===== config.mk =====
export PLATFORM = sky130hd
export DESIGN_NAME = input_command_decoder_flat
export DESIGN_NICKNAME = d
export VERILOG_FILES = /design/src/rtl/input_command_decoder_if.sv /design/src/rtl/input_command_decoder.sv /design/src/flat_wrapper.sv
export SDC_FILE = /design/constraint.sdc
export NUM_CORES = 1
export LEC_CHECK = 0
export BUFFER_PORTS_ARGS = -buffer_cell sky130_fd_sc_hd__buf_2
export CAP_MARGIN = 10
export CORE_MARGIN = 4
export CORE_UTILIZATION = 50
export CTS_CLUSTER_DIAMETER = 50
export DETAILED_ROUTE_END_ITERATION = 12
export PLACE_DENSITY = 0.74
export SLEW_MARGIN = 25
export SYNTH_ARGS = -nofsm -noshare
export SYNTH_HDL_FRONTEND = slang
export SYNTH_SLANG_ARGS = --single-unit

===== constraint.sdc =====
create_clock -name clk -period 1.9 [get_ports clk]
set_input_delay 0.095 -clock clk [delete_from_list [all_inputs] [get_ports clk]]
set_output_delay 0.095 -clock clk [all_outputs]
set_load 0.005 [all_outputs]

===== src/rtl/input_command_decoder_if.sv =====
// Bus between the controller/board side and the command decoder: button pulses in,
// cursor/digit state and the board write handshake out.
interface input_command_decoder_if #(
    parameter int unsigned N_BUTTONS = 12
);
    logic [N_BUTTONS-1:0] btn_pulse;
    logic                 cell_fixed;
    logic                 wr_ready;
    logic [3:0]           cursor_row;
    logic [3:0]           cursor_col;
    logic [3:0]           sel_digit;
    logic                 wr_valid;
    logic [3:0]           wr_row;
    logic [3:0]           wr_col;
    logic [3:0]           wr_data;
    logic                 block_controller;
    logic                 err_pulse;
    logic [3:0]           aux_pulse;

    modport master (
        input  btn_pulse, cell_fixed, wr_ready,
        output cursor_row, cursor_col, sel_digit,
        output wr_valid, wr_row, wr_col, wr_data,
        output block_controller, err_pulse, aux_pulse
    );

    modport slave (
        output btn_pulse, cell_fixed, wr_ready,
        input  cursor_row, cursor_col, sel_digit,
        input  wr_valid, wr_row, wr_col, wr_data,
        input  block_controller, err_pulse, aux_pulse
    );
endinterface


===== src/rtl/input_command_decoder.sv =====
// Turns debounced button pulses into cursor moves, digit selection and
// place/erase writes to the board memory, with a bounded wait for wr_ready.
module input_command_decoder #(
    parameter int unsigned GRID_SIZE      = 9,
    parameter int unsigned N_BUTTONS      = 12,
    parameter int unsigned TIMEOUT_CYCLES = 1024
) (
    input  logic                      clk,
    input  logic                      reset,
    input_command_decoder_if.master   bus
);
    localparam int unsigned POS_W = 4;
    localparam int unsigned CNT_W = (TIMEOUT_CYCLES > 1) ? $clog2(TIMEOUT_CYCLES) : 1;
    localparam logic [POS_W-1:0] LAST = POS_W'(GRID_SIZE - 1);
    localparam logic [POS_W-1:0] DMAX = POS_W'(GRID_SIZE);
    localparam logic [CNT_W-1:0] TMO_LAST = CNT_W'(TIMEOUT_CYCLES - 1);

    typedef enum logic [0:0] {
        ST_IDLE = 1'b0,
        ST_REQ  = 1'b1
    } state_t;

    state_t           r_state;
    logic [POS_W-1:0] r_row;
    logic [POS_W-1:0] r_col;
    logic [POS_W-1:0] r_digit;
    logic             r_wr_valid;
    logic [POS_W-1:0] r_wr_row;
    logic [POS_W-1:0] r_wr_col;
    logic [POS_W-1:0] r_wr_data;
    logic             r_block;
    logic             r_err;
    logic [3:0]       r_aux;
    logic [CNT_W-1:0] r_tmo_cnt;

    logic             w_up, w_down, w_left, w_right;
    logic             w_dig_inc, w_dig_dec, w_place, w_erase;
    logic [3:0]       w_aux;
    logic [POS_W-1:0] w_row_nxt;
    logic [POS_W-1:0] w_col_nxt;
    logic [POS_W-1:0] w_digit_nxt;

    assign w_up      = bus.btn_pulse[0];
    assign w_down    = bus.btn_pulse[1];
    assign w_left    = bus.btn_pulse[2];
    assign w_right   = bus.btn_pulse[3];
    assign w_dig_inc = bus.btn_pulse[4];
    assign w_dig_dec = bus.btn_pulse[5];
    assign w_place   = bus.btn_pulse[6];
    assign w_erase   = bus.btn_pulse[7];
    assign w_aux     = bus.btn_pulse[N_BUTTONS-1 -: 4];

    // Wrapping cursor and digit steps; opposing pulses in one cycle cancel
    always_comb begin
        w_row_nxt   = r_row;
        w_col_nxt   = r_col;
        w_digit_nxt = r_digit;
        if (w_up && !w_down) begin
            w_row_nxt = (r_row == '0) ? LAST : r_row - POS_W'(1);
        end else if (w_down && !w_up) begin
            w_row_nxt = (r_row == LAST) ? '0 : r_row + POS_W'(1);
        end
        if (w_left && !w_right) begin
            w_col_nxt = (r_col == '0) ? LAST : r_col - POS_W'(1);
        end else if (w_right && !w_left) begin
            w_col_nxt = (r_col == LAST) ? '0 : r_col + POS_W'(1);
        end
        if (w_dig_inc && !w_dig_dec) begin
            w_digit_nxt = (r_digit == DMAX) ? POS_W'(1) : r_digit + POS_W'(1);
        end else if (w_dig_dec && !w_dig_inc) begin
            w_digit_nxt = (r_digit == POS_W'(1)) ? DMAX : r_digit - POS_W'(1);
        end
    end

    always_ff @(posedge clk) begin
        if (reset) begin
            r_state    <= ST_IDLE;
            r_row      <= '0;
            r_col      <= '0;
            r_digit    <= POS_W'(1);
            r_wr_valid <= 1'b0;
            r_wr_row   <= '0;
            r_wr_col   <= '0;
            r_wr_data  <= '0;
            r_block    <= 1'b0;
            r_err      <= 1'b0;
            r_aux      <= '0;
            r_tmo_cnt  <= '0;
        end else begin
            r_err <= 1'b0;
            r_aux <= w_aux;
            case (r_state)
                ST_IDLE: begin
                    r_row   <= w_row_nxt;
                    r_col   <= w_col_nxt;
                    r_digit <= w_digit_nxt;
                    if (w_place || w_erase) begin
                        if ((w_place && w_erase) || bus.cell_fixed) begin
                            r_err <= 1'b1;
                        end else begin
                            // Write target is the cursor before this cycle's move
                            r_state    <= ST_REQ;
                            r_wr_valid <= 1'b1;
                            r_block    <= 1'b1;
                            r_wr_row   <= r_row;
                            r_wr_col   <= r_col;
                            r_wr_data  <= w_place ? r_digit : '0;
                            r_tmo_cnt  <= '0;
                        end
                    end
                end
                ST_REQ: begin
                    if (bus.wr_ready) begin
                        r_state    <= ST_IDLE;
                        r_wr_valid <= 1'b0;
                        r_block    <= 1'b0;
                    end else if (r_tmo_cnt == TMO_LAST) begin
                        r_state    <= ST_IDLE;
                        r_wr_valid <= 1'b0;
                        r_block    <= 1'b0;
                        r_err      <= 1'b1;
                    end else begin
                        r_tmo_cnt <= r_tmo_cnt + CNT_W'(1);
                    end
                end
                default: begin
                    r_state    <= ST_IDLE;
                    r_wr_valid <= 1'b0;
                    r_block    <= 1'b0;
                end
            endcase
        end
    end

    assign bus.cursor_row       = r_row;
    assign bus.cursor_col       = r_col;
    assign bus.sel_digit        = r_digit;
    assign bus.wr_valid         = r_wr_valid;
    assign bus.wr_row           = r_wr_row;
    assign bus.wr_col           = r_wr_col;
    assign bus.wr_data          = r_wr_data;
    assign bus.block_controller = r_block;
    assign bus.err_pulse        = r_err;
    assign bus.aux_pulse        = r_aux;
endmodule


===== src/flat_wrapper.sv =====
// flat-port wrapper written by rule: the top's interface ports become plain ports
module input_command_decoder_flat 
#(
    parameter int unsigned GRID_SIZE      = 9,
    parameter int unsigned N_BUTTONS      = 12,
    parameter int unsigned TIMEOUT_CYCLES = 1024
)
  (clk, reset, bus_btn_pulse, bus_cell_fixed, bus_wr_ready, bus_cursor_row, bus_cursor_col, bus_sel_digit, bus_wr_valid, bus_wr_row, bus_wr_col, bus_wr_data, bus_block_controller, bus_err_pulse, bus_aux_pulse);
  input_command_decoder_if #(.N_BUTTONS(N_BUTTONS)) bus_i ();
  input  logic clk;
  input  logic reset;
  input wire logic [$bits(bus_i.btn_pulse)-1:0] bus_btn_pulse;
  input wire logic [$bits(bus_i.cell_fixed)-1:0] bus_cell_fixed;
  input wire logic [$bits(bus_i.wr_ready)-1:0] bus_wr_ready;
  output wire logic [$bits(bus_i.cursor_row)-1:0] bus_cursor_row;
  output wire logic [$bits(bus_i.cursor_col)-1:0] bus_cursor_col;
  output wire logic [$bits(bus_i.sel_digit)-1:0] bus_sel_digit;
  output wire logic [$bits(bus_i.wr_valid)-1:0] bus_wr_valid;
  output wire logic [$bits(bus_i.wr_row)-1:0] bus_wr_row;
  output wire logic [$bits(bus_i.wr_col)-1:0] bus_wr_col;
  output wire logic [$bits(bus_i.wr_data)-1:0] bus_wr_data;
  output wire logic [$bits(bus_i.block_controller)-1:0] bus_block_controller;
  output wire logic [$bits(bus_i.err_pulse)-1:0] bus_err_pulse;
  output wire logic [$bits(bus_i.aux_pulse)-1:0] bus_aux_pulse;
  assign bus_i.btn_pulse = bus_btn_pulse;
  assign bus_i.cell_fixed = bus_cell_fixed;
  assign bus_i.wr_ready = bus_wr_ready;
  assign bus_cursor_row = bus_i.cursor_row;
  assign bus_cursor_col = bus_i.cursor_col;
  assign bus_sel_digit = bus_i.sel_digit;
  assign bus_wr_valid = bus_i.wr_valid;
  assign bus_wr_row = bus_i.wr_row;
  assign bus_wr_col = bus_i.wr_col;
  assign bus_wr_data = bus_i.wr_data;
  assign bus_block_controller = bus_i.block_controller;
  assign bus_err_pulse = bus_i.err_pulse;
  assign bus_aux_pulse = bus_i.aux_pulse;
  input_command_decoder #(.GRID_SIZE(GRID_SIZE), .N_BUTTONS(N_BUTTONS), .TIMEOUT_CYCLES(TIMEOUT_CYCLES)) u_core (.clk(clk), .reset(reset), .bus(bus_i));
endmodule

==> results of run 1 <==
placed cells by master, fill, tap and decap left out, types with 2 or more instances in the layout:
| cell type | count |
|---|---|
| nor2b_1 | 9 |
| a211oi_1 | 4 |
| a21oi_1 | 19 |
| buf_2 | 46 |
| mux2i_1 | 16 |
| a311oi_1 | 4 |
| a31oi_1 | 5 |
| or4_1 | 2 |
| nor3_1 | 7 |
| or2_2 | 3 |
| xnor2_1 | 3 |
| buf_4 | 8 |
| a21boi_0 | 2 |
| and2_1 | 4 |
| nor2_1 | 31 |
| dfxtp_1 | 41 |
| ha_1 | 12 |
| nand2b_1 | 5 |
| nand3_1 | 17 |
| or3_1 | 3 |
| o21ai_0 | 9 |
| nand2_1 | 9 |
| nand4_1 | 2 |
| a22o_1 | 2 |
| o211ai_1 | 3 |
| nand3b_1 | 2 |
| inv_1 | 15 |
| and3_1 | 2 |
| clkbuf_8 | 6 |
| a21o_1 | 2 |
sequential cells by signal, summed over array words and instances (netlist names):
name	flops
u_core.bus.aux_pulse	4
u_core.bus.cursor_col	4
u_core.bus.cursor_row	4
u_core.bus.err_pulse	1
u_core.bus.sel_digit	4
u_core.bus.wr_col	4
u_core.bus.wr_data	4
u_core.bus.wr_row	4
u_core.bus.wr_valid	1
u_core.r_state	1
u_core.r_tmo_cnt	10
power groups by stage:
stage	sequential, µW	combinational (µW)	clock, µW
finish	976	447	726
detailed placement	996	444	0
CTS	976	450	743
global route	988	510	787
floorplan	985	317	0
global placement	995	440	0
per-stage QoR:
step / instances / util
global route: 367 / 0.612
finish: 367 / 0.612
floorplan: 270 / -
detailed placement: 358 / 0.583
CTS: 366 / 0.610
global placement: 358 / 0.583
synthesized netlist by cell type (all sizes together) (3+ instances only):
library cell,n,area share
a211oi,4,0.013
a21oi,19,0.042
a311oi,4,0.015
a31oi,5,0.014
and2,4,0.011
buf,4,0.011
clkbuf,14,0.023
dfxtp,41,0.36
ha,12,0.066
inv,15,0.025
mux2i,16,0.071
nand2,9,0.015
nand2b,5,0.014
nand3,17,0.038
nand4,3,0.011
nor2,31,0.051
nor2b,9,0.025
nor3,7,0.015
o211ai,3,0.010
o21ai,10,0.022
or2,3,0.0083
or3,3,0.0083
xnor2,3,0.012
metal layers:
metal,global-route usage,vias up,part of all wire,routed length [µm]
met1,0.243,927,0.47,2240
li1,-,1047,-,-
met3,0.0507,2,0.043,204
met4,0.0583,0,0.0075,36
met2,0.279,37,0.48,2290
met5,0,-,0,0
worst reg2reg max path: cells and delay by family, from the launching register on:
kind            cells  cell delay, ns
compound gates      1            0.13
fa+ha+maj           1            0.19
flops               1            0.37
simple gates        3            0.88
kinds of logic (layout without fill, tap and decap cells):
group	Yosys count	count (layout)	share of synthesized area
xor gates and xnor gates	4	4	0.0155
and+or+nand+nor	101	101	0.232
muxes	17	17	0.0758
DFF	41	41	0.363
AOI/OAI and AO/OA	61	61	0.184
adders and majority gates	13	13	0.0708
buffers and inverters	33	78	0.0592
final cells by class:
class | count | area, µm²
Clock inverter | 1 | 30.0
Multi-Input combinational cell | 196 | 1310
Inverter | 15 | 56.3
Tap cell | 52 | 65.1
Clock buffer | 7 | 86.3
Fill cell | 381 | 1690
Timing Repair Buffer | 55 | 300
Sequential cell | 41 | 821
path summary, 6_finish.rpt:
kind,from,endpoint,cells past startpoint
setup reg to reg,u_core.r_tmo_cnt[0],u_core.r_tmo_cnt[6],5
hold reg to reg,u_core.r_tmo_cnt[1],u_core.r_tmo_cnt[1],2
setup / recovery,u_core.r_tmo_cnt[0],u_core.r_tmo_cnt[6],5
hold / removal,bus_btn_pulse[11],u_core.bus.aux_pulse[3],2
what timing repair did:
action,4_1_cts,5_1_grt
hold buffers,0,1
resized for setup,0,0
hold endpoints to repair,0,1
setup buffers,0,0
==> implementation parameters, run 1 <==
Parameter                              Value

STA
  Post-route worst setup slack ... ~0.27 ns
  Peak Freq ... 0.612 GHz
  Final Max Slew Viols ... 0
  RSZ-0062 raised after global routing ... no
  Hold WS ... approximately 0.012 ns
  Number of hold violations in the final report ... 0
  Final critical-path share of the clock period ... 0.860
  Slew @ Worst Pin ... about 0.40 ns
  Final critical delay including setup and external delays ... 1.63 ns
  Final setup violating endpoints ... 0
  Fin Setup TNS ... 0 ns
  Fin Clk Skew ... 0.00661 ns
  Worst rel slew slack ... 0.732

GRT
  Initial antenna violation count ... 0
  Total gr overflow ... 0
  Global-route wire length before repair ... approximately 8 mm
  Via count of the first global-routing pass ... ~1700
  Maximum number of pins on one net before global-route repair ... 23
  Overall routing resource usage ... 0.180

Clock tree
  Root Buffer ... clkbuf_8
  Cts bufs inserted ... 5
  Clock transition at the register clock pins on the worst setup and hold paths after CTS ... 0.08 ns
  Maximum level of the CTS H-tree ... 2
  Clock tree from TritonCTS ... built
  Clock Latency Late Sink ... between 0.2 and 0.3 ns
  CTS Buffer Depth ... 2
  Clock sink total ... 41

Die
  Starting utilization of the core area ... 0.520
  Total Die Area ... about 5700 µm²
  Std-Cell Rows ... 24
  Top-level I/O count ... 47
  Die height ... roughly 75 µm
  Core Box Area ... approximately 4400 µm²
  Horizontal die dimension ... around 75 µm

Placed design
  Routability congestion estimate from global placement ... 0.862
  Placed Instance Area ... ~2500 µm²
  Number of I/O port buffers ... 46
  HPWL after detailed placement ... about 3.4 mm
  Dpl ws ... 0.271 ns

Power and ir drop
  Switching Power ... around 600 µW
  Internal power ... about 1500 µW
  Highest ir drop seen on vdd ... just under 0.5 mV
  Design Power ... 2150 µW
  Seq pwr share ... 0.454
  Switching share of total power ... 0.279
  Reported leakage power ... about 0.0012 µW
  Clock power frac ... 0.338
  Logic gate share of total power ... 0.208
  Pwr Density ... slightly above 800 nW/µm²

Setup path
  Worst setup slack for register-to-register paths ... 0.27 ns
  Critical path, cell by cell ... ha_1 -> nand3_1 -> or2_2 -> or4_1 -> a31oi_1
  Startpoint type of the worst setup path ... flop
  CP endpoint kind ... flop
  Critical Path AT ... between 1.5 and 2 ns
  Critical path required time ... between 2 and 2.5 ns
  Maximum fanout along the worst path ... 4
  Cell class contributing the biggest share of worst-path delay ... simple AND/OR/NAND/NOR gates
  Largest stage delay on the critical path ... 0.40 ns
  Buffers and inverters on the worst path ... 0
  Crit path max-delay cell type ... or4_1
  Setup CP Type ... reg2reg

Synthesis
  Sequential area share after synthesis ... 0.363
  Post-Syn Area ... between 2000 and 2500 µm²
  Warning count from the yosys run ... 0
  Synthesized instance count ... 270
  Yosys cell types ... roughly 50
  Number of synthesized flops with an enable pin ... 0
  Syn avg cell area ... around 8.4 µm²
  Synthesized net count ... between 200 and 300
  Most frequently used flop master after synthesis ... dfxtp_1
  Register bit count reported by yosys ... roughly 40
  Share of synthesized registers carrying an async set or reset ... 0

Routing
  Antenna viol nets, final ... 0
  Via count ... approximately 2000
  Aggregate routed wire length ... 4.77 mm
  Drt first pass iters ... 4
  Drc violations ... 0
  Wirelength per Cell ... between 10 and 15 µm
  Ratio of routed vias to standard cells ... roughly 5.5
  First DRT Iteration DRCs ... about 140

Final layout
  Ratio of cells with drive above 1 in the final layout ... 0.216
  Antenna diode count ... 0
  Area growth from synthesis to layout ... 17.9%
  Area of all placed cells without fillers ... between 2000 and 3000 µm²
  NumNets Final ... 342

Status
  Run status ... complete, no violations

Worst hold path
  Type of the most critical hold path ... in2reg

Run
  Number of maximum-capacitance violations ... 0
Note: power is estimated with default switching activity, not from simulation.
==> run 2: changes to the inputs <==
--- a/config.mk
+++ b/config.mk
@@ -6,11 +6,12 @@
 export NUM_CORES = 1
 export LEC_CHECK = 0
 export BUFFER_PORTS_ARGS = -buffer_cell sky130_fd_sc_hd__buf_2
-export CAP_MARGIN = 10
 export CORE_MARGIN = 4
 export CORE_UTILIZATION = 50
 export CTS_CLUSTER_DIAMETER = 50
+export CTS_CLUSTER_SIZE = 14
 export DETAILED_ROUTE_END_ITERATION = 12
+export MAX_ROUTING_LAYER = met4
 export PLACE_DENSITY = 0.74
 export SLEW_MARGIN = 25
 export SYNTH_ARGS = -nofsm -noshare
==> implementation parameters, run 2 (synthesized netlist as in run 1, its figures left out) <==
Parameter                              Value

Status
  Run status ... complete, no violations (unchanged)

GRT
  Via count of the first global-routing pass ... 1734 (unchanged)
  Maximum number of pins on one net before global-route repair ... 23 (unchanged)
  Total gr overflow ... 0 (unchanged)
  Global-route wire length before repair ... 7.99 mm (unchanged)
  Initial antenna violation count ... 0 (unchanged)
  Overall routing resource usage ... 0.186 (was 0.180)

STA
  Fin Setup TNS ... 0 ns (unchanged)
  Peak Freq ... 0.612 GHz (about the same)
  Final Max Slew Viols ... 0 (unchanged)
  Final critical-path share of the clock period ... 0.860 (about the same)
  Worst rel slew slack ... 0.732 (about the same)
  Slew @ Worst Pin ... 0.402 ns (about the same)
  Post-route worst setup slack ... 0.266 ns (about the same)
  Hold WS ... 0.0115 ns (was 0.0116 ns)
  Fin Clk Skew ... 0.00879 ns (was 0.00661 ns)
  Number of hold violations in the final report ... 0 (unchanged)
  Final setup violating endpoints ... 0 (unchanged)
  Final critical delay including setup and external delays ... 1.63 ns (about the same)
  RSZ-0062 raised after global routing ... no (unchanged)

Placed design
  Routability congestion estimate from global placement ... 0.876 (was 0.862)
  Dpl ws ... 0.271 ns (unchanged)
  Number of I/O port buffers ... 46 (unchanged)
  HPWL after detailed placement ... 3.40 mm (unchanged)
  Number of placed cells counting well taps ... 358 (unchanged)

Setup path
  Source of the critical timing path ... u_core.r_tmo_cnt[0] (unchanged)
  Startpoint of the lowest-slack register-to-register path ... u_core.r_tmo_cnt[0] (unchanged)
  Critical path, cell by cell ... ha_1 -> nand3_1 -> or2_2 -> or4_1 -> a31oi_1 (unchanged)
  Critical path required time ... 2.12 ns (about the same)
  Reg-to-reg endpoint ... u_core.r_tmo_cnt[6] (unchanged)
  Cell depth of the worst flop-to-flop path ... 5 (unchanged)
  Startpoint type of the worst setup path ... flop (unchanged)
  Maximum fanout along the worst path ... 4 (unchanged)
  Critical Path AT ... 1.85 ns (was 1.86 ns)
  End of the critical path ... u_core.r_tmo_cnt[6] (unchanged)
  Crit. path cell count ... 5 (unchanged)
  Setup CP Type ... reg2reg (unchanged)
  Buffers and inverters on the worst path ... 0 (unchanged)
  Cell class contributing the biggest share of worst-path delay ... simple AND/OR/NAND/NOR gates (unchanged)
  Largest stage delay on the critical path ... 0.40 ns (about the same)
  Crit path max-delay cell type ... or4_1 (unchanged)
  CP endpoint kind ... flop (unchanged)
  Worst setup slack for register-to-register paths ... 0.27 ns (about the same)

Clock tree
  Maximum level of the CTS H-tree ... 2 (unchanged)
  Number of buffers added for setup after CTS ... 0 (unchanged)
  CTS Buffer Depth ... 2 (unchanged)
  Clock sink total ... 41 (unchanged)
  Clock tree from TritonCTS ... built (unchanged)
  Clock Latency Late Sink ... 0.29 ns (about the same)
  Root Buffer ... clkbuf_8 (unchanged)
  Cts bufs inserted ... 5 (unchanged)
  Clock transition at the register clock pins on the worst setup and hold paths after CTS ... 0.08 ns (about the same)

Power and ir drop
  Clock power frac ... 0.338 (about the same)
  Seq pwr share ... 0.454 (about the same)
  Switching share of total power ... 0.280 (was 0.279)
  Internal power ... 1550 µW (about the same)
  Pwr Density ... 807 nW/µm² (was 806 nW/µm²)
  Highest ir drop seen on vdd ... 0.487 mV (was 0.488 mV)
  Logic gate share of total power ... 0.208 (about the same)
  Switching Power ... 604 µW (was 600 µW)
  Reported leakage power ... 0.00121 µW (unchanged)

Die
  Starting utilization of the core area ... 0.520 (unchanged)
  Top-level I/O count ... 47 (unchanged)
  Std-Cell Rows ... 24 (unchanged)
  Horizontal die dimension ... 75.3 µm (unchanged)
  Total Die Area ... 5660 µm² (unchanged)
  Core Box Area ... 4350 µm² (unchanged)
  Die height ... 75.3 µm (unchanged)

Routing
  First DRT Iteration DRCs ... 162 (was 137)
  Antenna viol nets, final ... 0 (unchanged)
  Ratio of routed vias to standard cells ... 5.47 (was 5.49)
  Drc violations ... 0 (unchanged)
  Wirelength per Cell ... 13.1 µm (was 13.0 µm)
  Via count ... 2009 (was 2013)
  Drt first pass iters ... 4 (unchanged)
  Aggregate routed wire length ... 4.79 mm (was 4.77 mm)

Worst hold path
  Type of the most critical hold path ... in2reg (unchanged)

Final layout
  Area growth from synthesis to layout ... 17.9% (unchanged)
  Largest register FFs ... 10 (unchanged)
  Fill cells ... 381 (unchanged)
  Most used cells in the layout excluding fill and tap cells ... buf_2 (46), dfxtp_1 (41), nor2_1 (31) (unchanged)
  Ratio of cells with drive above 1 in the final layout ... 0.216 (unchanged)
  Combined flip-flop and latch cell area ... 821 µm² (unchanged)
  Antenna diode count ... 0 (unchanged)
  NumNets Final ... 342 (unchanged)
  Number of non-filler instances in the completed layout ... 367 (unchanged)
  Register bank with the most flops ... u_core.r_tmo_cnt (unchanged)
  Multi-input gate area in the final layout ... 1310 µm² (unchanged)
  Most common cell after layout, fill and taps aside ... buf_2 (unchanged)

Run
  Number of maximum-capacitance violations ... 0 (unchanged)
-- run 2: cell counts in the layout (fill, tap and decap cells not counted) --
No cell type changed its count.
-- run 2: through the flow --
step,total power [µW],utilization,instance area [µm²]
floorplan,1300,-,2260
global placement,1430,0.583,2540
detailed placement,1440,0.583,2540
CTS,2170,0.610,2660
global route,2280,0.612,2670
finish,2150,0.612,2670
-- run 2: metal layers --
| metal | global-route usage | vias to the layer above | part of all wire |
|---|---|---|---|
| met3 | 0.0481 | 2 | 0.037 |
| met2 | 0.279 | 29 | 0.48 |
| met5 | - | - | 0 |
| met4 | 0.0583 | 0 | 0.0075 |
| li1 | - | 1046 | - |
| met1 | 0.245 | 932 | 0.47 |
-- run 2: power groups by stage --
stage / sequential (µW) / clock [µW] / combinational (µW)
after floorplan: 985 / 0 / 317
after global placement: 995 / 0 / 440
after detailed placement: 996 / 0 / 444
after CTS: 976 / 743 / 450
after global routing: 988 / 787 / 510
final: 977 / 728 / 448
-- run 2: area by class of cell --
type	count	share of cell area
clock buffer	7	0.0324
clock inverter	1	0.0113
inverter	15	0.0211
multi-input combinational	196	0.490
sequential	41	0.308
tap	52	0.0244
timing repair buffer	55	0.113
-- run 2: worst reg2reg max path, cell delays in order, from the launching register on --
cell     delay, ns
dfxtp_1       0.37
ha_1          0.19
nand3_1       0.16
or2_2         0.32
or4_1         0.40
a31oi_1       0.13
-- run 2: worst min-delay path by stage --
stage	start	endpoint	depth (start not counted)
finish	bus_btn_pulse[11]	u_core.bus.aux_pulse[3]	2
global placement	bus_btn_pulse[10]	u_core.bus.aux_pulse[2]	2
detailed placement	bus_btn_pulse[8]	u_core.bus.aux_pulse[0]	2
global route	bus_btn_pulse[9]	u_core.bus.aux_pulse[1]	2
CTS	bus_btn_pulse[8]	u_core.bus.aux_pulse[0]	2
floorplan	bus_btn_pulse[8]	u_core.bus.aux_pulse[0]	1
-- run 2: what timing repair did --
action	CTS	global route
endpoints found under the hold margin	0	1
endpoints found under the setup margin	0	0
gates resized for setup	0	0
hold buffers	0	1
==> run 3: changes to the inputs <==
==> constraint.sdc (replaced) <==
create_clock -name clk -period 1.6 [get_ports clk]
set_input_delay 0.08 -clock clk [delete_from_list [all_inputs] [get_ports clk]]
set_output_delay 0.08 -clock clk [all_outputs]
set_load 0.005 [all_outputs]
==> implementation parameters, run 3 (synthesized netlist as in run 1, its figures left out) <==
Parameter                              Value

Status
  Run status ... complete, no violations (unchanged)

Routing
  Drt first pass iters ... 4 (unchanged)
  Via count ... 2110 (was 2009)
  Aggregate routed wire length ... 5.36 mm (was 4.79 mm)
  Drc violations ... 0 (unchanged)
  Antenna viol nets, final ... 0 (unchanged)
  Ratio of routed vias to standard cells ... 5.57 (was 5.47)
  Wirelength per Cell ... 14.1 µm (was 13.1 µm)
  First DRT Iteration DRCs ... 155 (was 162)

Setup path
  Cell depth of the worst flop-to-flop path ... 6 (was 5)
  Worst setup slack for register-to-register paths ... 0.06 ns (was 0.27 ns)
  Reg-to-reg endpoint ... u_core.r_tmo_cnt[1] (was u_core.r_tmo_cnt[6])
  Crit path max-delay cell type ... o31ai_4 (was or4_1)
  Critical path required time ... 1.83 ns (was 2.12 ns)
  Maximum fanout along the worst path ... 8 (was 4)
  CP endpoint kind ... flop (unchanged)
  Setup CP Type ... reg2reg (unchanged)
  Critical path, cell by cell ... ha_4 -> nand3_4 -> o31ai_4 -> buf_4 -> nand3_1 -> a21oi_1 (was ha_1 -> nand3_1 -> or2_2 -> or4_1 -> a31oi_1)
  End of the critical path ... u_core.r_tmo_cnt[1] (was u_core.r_tmo_cnt[6])
  Critical Path AT ... 1.77 ns (was 1.85 ns)
  Startpoint of the lowest-slack register-to-register path ... u_core.r_tmo_cnt[0] (unchanged)
  Largest stage delay on the critical path ... 0.44 ns (was 0.40 ns)
  Startpoint type of the worst setup path ... flop (unchanged)
  Source of the critical timing path ... u_core.r_tmo_cnt[0] (unchanged)

Die
  Core Box Area ... 4350 µm² (unchanged)
  Std-Cell Rows ... 24 (unchanged)
  Horizontal die dimension ... 75.3 µm (unchanged)
  Starting utilization of the core area ... 0.520 (unchanged)
  Total Die Area ... 5660 µm² (unchanged)
  Top-level I/O count ... 47 (unchanged)
  Die height ... 75.3 µm (unchanged)

Clock tree
  Cts bufs inserted ... 5 (unchanged)
  Number of buffers added for setup after CTS ... 0 (unchanged)
  Clock sink total ... 41 (unchanged)
  Clock transition at the register clock pins on the worst setup and hold paths after CTS ... 0.08 ns (about the same)
  Maximum level of the CTS H-tree ... 2 (unchanged)
  Clock tree from TritonCTS ... built (unchanged)
  CTS Buffer Depth ... 2 (unchanged)
  Root Buffer ... clkbuf_8 (unchanged)
  Clock Latency Late Sink ... 0.29 ns (about the same)

Final layout
  Most common cell after layout, fill and taps aside ... buf_2 (unchanged)
  Largest register FFs ... 10 (unchanged)
  Antenna diode count ... 0 (unchanged)
  Area growth from synthesis to layout ... 25.6% (was 17.9%)
  Number of non-filler instances in the completed layout ... 379 (was 367)
  Area of all placed cells without fillers ... 2840 µm² (was 2670 µm²)
  NumNets Final ... 354 (was 342)
  Register bank with the most flops ... u_core.r_tmo_cnt (unchanged)
  Ratio of cells with drive above 1 in the final layout ... 0.275 (was 0.216)
  Most used cells in the layout excluding fill and tap cells ... buf_2 (46), dfxtp_1 (37), nor2_1 (31) (was buf_2 (46), dfxtp_1 (41), nor2_1 (31))

Placed design
  Dpl ws ... 0.00543 ns (was 0.271 ns)
  Number of placed cells counting well taps ... 369 (was 358)
  Routability congestion estimate from global placement ... 0.886 (was 0.876)
  Number of I/O port buffers ... 46 (unchanged)
  HPWL after detailed placement ... 3.76 mm (was 3.40 mm)
  Placed Instance Area ... 2640 µm² (was 2540 µm²)

STA
  RSZ-0062 raised after global routing ... yes (was no)
  Peak Freq ... 0.648 GHz (was 0.612 GHz)
  Final Max Slew Viols ... 0 (unchanged)
  Final critical-path share of the clock period ... 0.964 (was 0.860)
  Final setup violating endpoints ... 0 (unchanged)
  Post-route worst setup slack ... 0.0570 ns (was 0.266 ns)
  Number of hold violations in the final report ... 0 (unchanged)
  Slew @ Worst Pin ... 0.435 ns (was 0.402 ns)
  Final critical delay including setup and external delays ... 1.54 ns (was 1.63 ns)
  Worst rel slew slack ... 0.710 (was 0.732)
  Fin Clk Skew ... 0.00236 ns (was 0.00879 ns)

Worst hold path
  Type of the most critical hold path ... in2reg (unchanged)

GRT
  Via count of the first global-routing pass ... 1954 (was 1734)
  Total gr overflow ... 0 (unchanged)
  Initial antenna violation count ... 0 (unchanged)
  Overall routing resource usage ... 0.203 (was 0.186)
  Global-route wire length before repair ... 8.68 mm (was 7.99 mm)
  Maximum number of pins on one net before global-route repair ... 23 (unchanged)

Power and ir drop
  Reported leakage power ... 0.00128 µW (was 0.00121 µW)
  Highest ir drop seen on vdd ... 0.505 mV (was 0.487 mV)
  Pwr Density ... 968 nW/µm² (was 807 nW/µm²)

Run
  Number of maximum-capacitance violations ... 0 (unchanged)
==> run 3: worst max-delay path: cells and delay by family, from the launching register on <==
kind | cells | cell delay, ns
fa+ha+maj | 1 | 0.16
flops | 1 | 0.36
simple gates | 2 | 0.17
buf+inv | 1 | 0.21
compound gates | 2 | 0.57
==> run 3: how the worst min path moves through the flow <==
stage / start / to / slack, ns / depth (start not counted)
4_1_cts: bus_btn_pulse[8] / u_core.bus.aux_pulse[0] / 0.01 / 2
5_1_grt: bus_btn_pulse[8] / u_core.bus.aux_pulse[0] / 0.02 / 2
2_1_floorplan: bus_btn_pulse[8] / u_core.bus.aux_pulse[0] / 0.21 / 1
3_3_place_gp: bus_btn_pulse[11] / u_core.bus.aux_pulse[3] / 0.29 / 2
3_5_place_dp: bus_btn_pulse[9] / u_core.bus.aux_pulse[1] / 0.30 / 2
6_report: bus_btn_pulse[10] / u_core.bus.aux_pulse[2] / 0.007 / 2
==> run 3: timing repair <==
action,in CTS,in global routing
hold buffers,2,0
resized for setup,2,10
setup endpoints to repair,1,11
pin swaps,0,2
hold endpoints to repair,2,0
==> run 3: metal layers <==
metal | track usage | vias to the layer above | wire [µm]
met2 | 0.329 | 57 | 2590
met4 | 0.0583 | 0 | 68
met1 | 0.256 | 980 | 2470
met3 | 0.0414 | 6 | 237
li1 | - | 1067 | -
met5 | - | - | 0
==> run 3: area by class of cell <==
| cell class | instances | area, µm² |
|---|---|---|
| well taps | 52 | 65.1 |
| inverters | 15 | 56.3 |
| clock inverters | 3 | 65.1 |
| fillers | 374 | 1510 |
| repair buffers | 67 | 409 |
| clock buffers | 5 | 68.8 |
| multi-input cells | 196 | 1350 |
| flip-flops and latches | 41 | 826 |
==> run 3: stage by stage <==
| step | utilization | hold slack (ns) | TNS (ns) | total power (µW) |
|---|---|---|---|---|
| finish | 0.653 | 0.00701 | 0 | 2750 |
| global placement | 0.606 | 0.286 | 0 | 1750 |
| detailed placement | 0.606 | 0.295 | 0 | 1770 |
| floorplan | - | 0.208 | 0 | 1550 |
| global route | 0.653 | 0.0238 | -0.0668 | 2880 |
| CTS | 0.644 | 0.0134 | 0 | 2760 |
==> run 3: report_power, final <==
part           switching [µW]  internal, µW  leakage, µW  total [µW]
Combinational             321           293     0.000880         613
Sequential               64.4          1080     0.000336        1140
Clock                     373           620    0.0000681         993
